===== src/rtl/fifo_pkg.sv =====
// Shared constants and helpers for the FIFO pointer/occupancy controller.
// Provides the default geometry and the address-width calculation.
package fifo_pkg;

  localparam int FIFO_DEPTH_DEF = 64;
  localparam int AF_MARGIN_DEF  = 4;
  localparam int AE_MARGIN_DEF  = 4;

  // Smallest r with (1 << r) >= depth; exact log2 for power-of-2 depths.
  function automatic int fifo_log2(input int depth);
    int r;
    r = 0;
    for (int i = 0; i < 31; i++) begin
      if ((1 << i) < depth) r = i + 1;
    end
    return r;
  endfunction

endpackage


===== src/rtl/fifo_wrap_ctr.sv =====
// Enabled AW-bit address counter with synchronous reset.
// Wraps DEPTH-1 -> 0 naturally because DEPTH is a power of 2.
module fifo_wrap_ctr #(
  parameter int AW = 6
) (
  input  logic          clk,
  input  logic          rst,
  input  logic          en,
  output logic [AW-1:0] value
);

  logic [AW-1:0] cnt_q;
  logic [AW-1:0] cnt_d;

  always_comb begin
    cnt_d = cnt_q;
    if (en) cnt_d = cnt_q + AW'(1);
  end

  always_ff @(posedge clk) begin
    if (rst) cnt_q <= '0;
    else     cnt_q <= cnt_d;
  end

  assign value = cnt_q;

endmodule


===== src/rtl/fifo_ptr_ctrl.sv =====
// Pointer, occupancy and status controller for a single-clock FIFO whose
// storage is an external dual-port RAM addressed by wr_addr/rd_addr.
module fifo_ptr_ctrl
  import fifo_pkg::*;
#(
  parameter int DEPTH    = FIFO_DEPTH_DEF,
  parameter int AF_LEVEL = DEPTH - AF_MARGIN_DEF,
  parameter int AE_LEVEL = AE_MARGIN_DEF,
  localparam int AW      = fifo_log2(DEPTH)
) (
  input  logic          clk,
  input  logic          rst,
  input  logic          wr,
  input  logic          rd,
  input  logic          clr_err,
  output logic          wr_en,
  output logic          rd_en,
  output logic [AW-1:0] wr_addr,
  output logic [AW-1:0] rd_addr,
  output logic [AW:0]   count,
  output logic          full,
  output logic          empty,
  output logic          almost_full,
  output logic          almost_empty,
  output logic          overflow,
  output logic          underflow
);

  generate
    if ((DEPTH < 4) || ((DEPTH & (DEPTH - 1)) != 0)) begin : g_bad_depth
      $error("fifo_ptr_ctrl: DEPTH must be a power of 2 and >= 4");
    end
    if (AE_LEVEL >= AF_LEVEL) begin : g_bad_levels
      $error("fifo_ptr_ctrl: AE_LEVEL must be below AF_LEVEL");
    end
  endgenerate

  localparam logic [AW:0] DEPTH_C = (AW+1)'(DEPTH);
  localparam logic [AW:0] AF_C    = (AW+1)'(AF_LEVEL);
  localparam logic [AW:0] AE_C    = (AW+1)'(AE_LEVEL);

  logic [AW:0] count_q;
  logic [AW:0] count_d;
  logic        overflow_q;
  logic        overflow_d;
  logic        underflow_q;
  logic        underflow_d;

  // Request/accept: wr and rd are requests that may be held any number of
  // cycles; a transfer happens only in a cycle where wr_en/rd_en is high,
  // decided from the registered flags of that same cycle (no bypass).
  assign full         = (count_q == DEPTH_C);
  assign empty        = (count_q == '0);
  assign almost_full  = (count_q >= AF_C);
  assign almost_empty = (count_q <= AE_C);

  assign wr_en = wr & ~full;
  assign rd_en = rd & ~empty;

  fifo_wrap_ctr #(.AW(AW)) u_wr_ctr (
    .clk   (clk),
    .rst   (rst),
    .en    (wr_en),
    .value (wr_addr)
  );

  fifo_wrap_ctr #(.AW(AW)) u_rd_ctr (
    .clk   (clk),
    .rst   (rst),
    .en    (rd_en),
    .value (rd_addr)
  );

  always_comb begin
    count_d = count_q;
    case ({wr_en, rd_en})
      2'b10:   count_d = count_q + (AW+1)'(1);
      2'b01:   count_d = count_q - (AW+1)'(1);
      default: count_d = count_q;
    endcase
  end

  // A fresh error in the same cycle as clr_err keeps the flag set.
  always_comb begin
    overflow_d  = (wr & full)  | (overflow_q  & ~clr_err);
    underflow_d = (rd & empty) | (underflow_q & ~clr_err);
  end

  always_ff @(posedge clk) begin
    if (rst) begin
      count_q     <= '0;
      overflow_q  <= 1'b0;
      underflow_q <= 1'b0;
    end else begin
      count_q     <= count_d;
      overflow_q  <= overflow_d;
      underflow_q <= underflow_d;
    end
  end

  assign count     = count_q;
  assign overflow  = overflow_q;
  assign underflow = underflow_q;

endmodule


===== config.mk =====
export PLATFORM = sky130hd
export DESIGN_NAME = fifo_ptr_ctrl
export DESIGN_NICKNAME = d
export VERILOG_FILES = /design/src/rtl/fifo_pkg.sv /design/src/rtl/fifo_wrap_ctr.sv /design/src/rtl/fifo_ptr_ctrl.sv
export SDC_FILE = /design/constraint.sdc
export NUM_CORES = 1
export LEC_CHECK = 0
export ABC_AREA = 0
export BUFFER_PORTS_ARGS = -buffer_cell sky130_fd_sc_hd__clkbuf_2
export CAP_MARGIN = 20
export CORE_ASPECT_RATIO = 2
export CORE_UTILIZATION = 40
export CTS_BUF_LIST = sky130_fd_sc_hd__clkbuf_4 sky130_fd_sc_hd__clkbuf_8
export DETAILED_ROUTE_END_ITERATION = 7
export GPL_TIMING_DRIVEN = 1
export PLACE_DENSITY = 0.66
export SLEW_MARGIN = 40
export SYNTH_ARGS = -nofsm -noshare
export SYNTH_HDL_FRONTEND = slang
export SYNTH_SLANG_ARGS = --single-unit

===== constraint.sdc =====
create_clock -name clk -period 2.96 [get_ports clk]
set_input_delay 0.444 -clock clk [delete_from_list [all_inputs] [get_ports clk]]
set_output_delay 0.444 -clock clk [all_outputs]
set_load 0.01 [all_outputs]

==> results.json <==
{
  "syn-instance-count": 138,
  "hold_viol": 0,
  "max_slew.worst_pin.slew_ns": 0.507,
  "critPathCaptureType": "register",
  "synth_top_area_share_pct": 34.2,
  "finalNonFillerCells": 207,
  "antenna_found_initial": 0,
  "clockRootBuffer": "clkbuf_8",
  "report.final.slew_viol_count": 0,
  "min-delay-path-class": "reg2reg",
  "drc": 0,
  "cp.required_ns": 3.11,
  "ios": 32,
  "leakage_nw": 0.734,
  "path_buf_inv": 1,
  "place.port_buffers": 31,
  "cap_viol_max_count": 0,
  "vias": 1166,
  "grt_usage_pct": 22.6,
  "dieArea_um2": 3310,
  "nets": 192,
  "worst-setup-path-type": "reg2reg",
  "wl_met2_um": 1740,
  "period_minus_slack_ns": 2.86,
  "synthesis.nets": 152,
  "worstPathMaxFanout": 9,
  "core_area_um2": 2940,
  "cp.arrival_ns": 3.01,
  "grt_max_degree": 26,
  "fin_util_pct": 52.4,
  "firstDrtPassIters": 4,
  "cp_cell_sequence": "or4_4 -> o21ai_2 -> inv_1 -> ha_4 -> ha_1 -> nor4b_1 -> a311oi_1 -> o211ai_1 -> mux2_1",
  "ant_nets": 0,
  "dieHeight_um": 80.4,
  "status": "complete, no violations",
  "cpPeakStageDelay_ns": 0.58,
  "clock_latency_ns": 0.26,
  "irDropWorstVdd_mv": 0.990,
  "fin_ws_ns": 0.100,
  "slew_headroom_pct": 66.2,
  "grt_pass1_wl_um": 5130,
  "ys_types": 41,
  "hpwl_um": 2440,
  "worst_path_max_delay_cell": "or4_4",
  "cts_tree": "built",
  "drive_gt1_share_pct": 33.3,
  "p_total_w": 0.00171,
  "yosysSeqAreaShare_pct": 34.2,
  "gp_congestion": 0.916,
  "fin_crit_sh_pct": 96.6,
  "drt-met1-wl_um": 1170,
  "p_per_area_nw_per_um2": 1110,
  "synth-seq-cells": 21,
  "met3_length_um": 112,
  "cts_inserted_buffers": 3,
  "worstHoldPathCells": 2,
  "dp_cells": 203,
  "nFillCells": 298,
  "start_util_pct": 41.8,
  "clk_pin_slew_ns": 0.07,
  "path_delay_family": "simple AND/OR/NAND/NOR gates",
  "cts.sinks": 21,
  "wirelength_um": 3150,
  "pre_cts_ws_ns": 0.00812,
  "gr-total-overflow": 0,
  "h-tree-depth": 1,
  "routedWlPerCell_um": 15.2,
  "drt_iter0_drc": 30,
  "fmax_mhz": 350,
  "synth_top_cell_by_area": "dfxtp_1",
  "start_kind": "register",
  "antenna_cells": 0,
  "setup_tns_ns": 0,
  "syn2layout_area_growth_pct": 25.5,
  "via_per_inst": 5.63,
  "critical_path_depth": 9,
  "synth.area.top_cells": "dfxtp_1, ha_1, xor2_1",
  "cts-hold-fix-buffers": 0,
  "final-setup-viol-count": 0,
  "ys_warn_count": 0,
  "synth.avg_cell_area_um2": 8.90,
  "skew_ns": 0.00117,
  "cts_buffer_depth": 2,
  "r2r_cells": 9,
  "topRoutingLayerUsed": "met4",
  "netlist_area_um2": 1230,
  "rows": 28,
  "dieWidth_um": 41.2,
  "grt_pass1_vias": 1150
}
==> cells by family (layout without fill, tap and decap cells) <==
| group | count (synthesis) | count (layout) | share of synthesized area, % |
|---|---|---|---|
| AND/OR/NAND/NOR | 52 | 52 | 22.1 |
| buffers and inverters | 12 | 51 | 4.28 |
| XOR/XNOR | 10 | 10 | 7.13 |
| AO/OA/AOI/OAI | 31 | 31 | 20.0 |
| flip-flops | 21 | 21 | 34.2 |
| adder cells (fa/ha/maj) | 9 | 9 | 9.78 |
| multiplexers | 3 | 3 | 2.55 |
==> power by group <==
| part | switching [W] | total, W | internal [W] |
|---|---|---|---|
| Sequential | 0.0000616 | 0.000412 | 0.000350 |
| Clock | 0.0000919 | 0.000197 | 0.000105 |
| Combinational | 0.000625 | 0.00110 | 0.000479 |
| Total | 0.000778 | 0.00171 | 0.000935 |
==> cell usage after synthesis, drive strengths merged <==
library cell,count
nor2,22
dfxtp,21
xor2,10
a21oi,8
ha,8
inv,6
clkbuf,5
nor2b,5
o211ai,5
o21ai,5
nand2,4
nor3,3
o2111ai,3
o21a,3
or4,3
a21o,2
and2,2
and3,2
mux2i,2
nand3,2
nor4b,2
or3,2
a211o,1
a311oi,1
a31oi,1
a41o,1
buf,1
fa,1
mux2,1
nand3b,1
nor3b,1
o31ai,1
or2,1
or3b,1
or4b,1
==> per-stage QoR <==
step	instance area (um^2)	hold slack, ns
floorplan	1230	0.488
finish	1540	0.477
CTS	1520	0.485
global placement	1470	0.463
global route	1540	0.509
detailed placement	1470	0.477
==> cell usage in the layout, fill, tap and decap left out, types with 4 or more instances in the layout <==
cell type / netlist / final
nor2_1: 22 / 22
xor2_1: 10 / 10
nand2_1: 4 / 4
dfxtp_1: 21 / 21
inv_1: 6 / 6
a21oi_1: 8 / 8
nor2b_1: 5 / 4
ha_1: 8 / 7
buf_4: 0 / 10
clkbuf_2: 0 / 31
==> worst paths after layout <==
check | start | endpoint | slack (ns)
max | count[0] | count[6] | 0.10
min | u_wr_ctr.value[4] | u_wr_ctr.value[4] | 0.48
max reg2reg | count[0] | count[6] | 0.10
min reg2reg | u_wr_ctr.value[4] | u_wr_ctr.value[4] | 0.48
==> cell type report <==
class	instances	area [um^2]	share of cell area [%]
repair buffers	41	230	14.9
well taps	30	37.5	2.44
flip-flops and latches	21	420	27.3
multi-input cells	105	782	50.7
inverters	6	22.5	1.46
clock buffers	4	48.8	3.17
==> worst register-to-register path, delay by kind of cell, from the launching register on <==
family / cells / cell delay (ns)
fa+ha+maj: 2 / 0.56
flops: 1 / 0.31
buf+inv: 1 / 0.09
compound gates: 3 / 0.44
simple gates: 2 / 0.98
mux: 1 / 0.36
==> layer usage <==
metal / up-vias / global-route usage (%)
li1: 568 / -
met1: 552 / 24.0
met2: 35 / 37.3
met3: 11 / 3.31
met4: 0 / 15.5
met5: - / 0
==> state kept, by name (all words and copies together) (netlist names) <==
register / cells
count: 7
overflow: 1
u_rd_ctr.value: 6
u_wr_ctr.value: 6
underflow: 1
==> repair_timing <==
| action | 4_1_cts | 5_1_grt |
|---|---|---|
| gates resized for setup | 1 | 4 |
| setup endpoints to repair | 1 | 2 |
| pin swaps | 0 | 1 |
| buffers inserted | 0 | 0 |
Power figures use the tool's default switching activity.
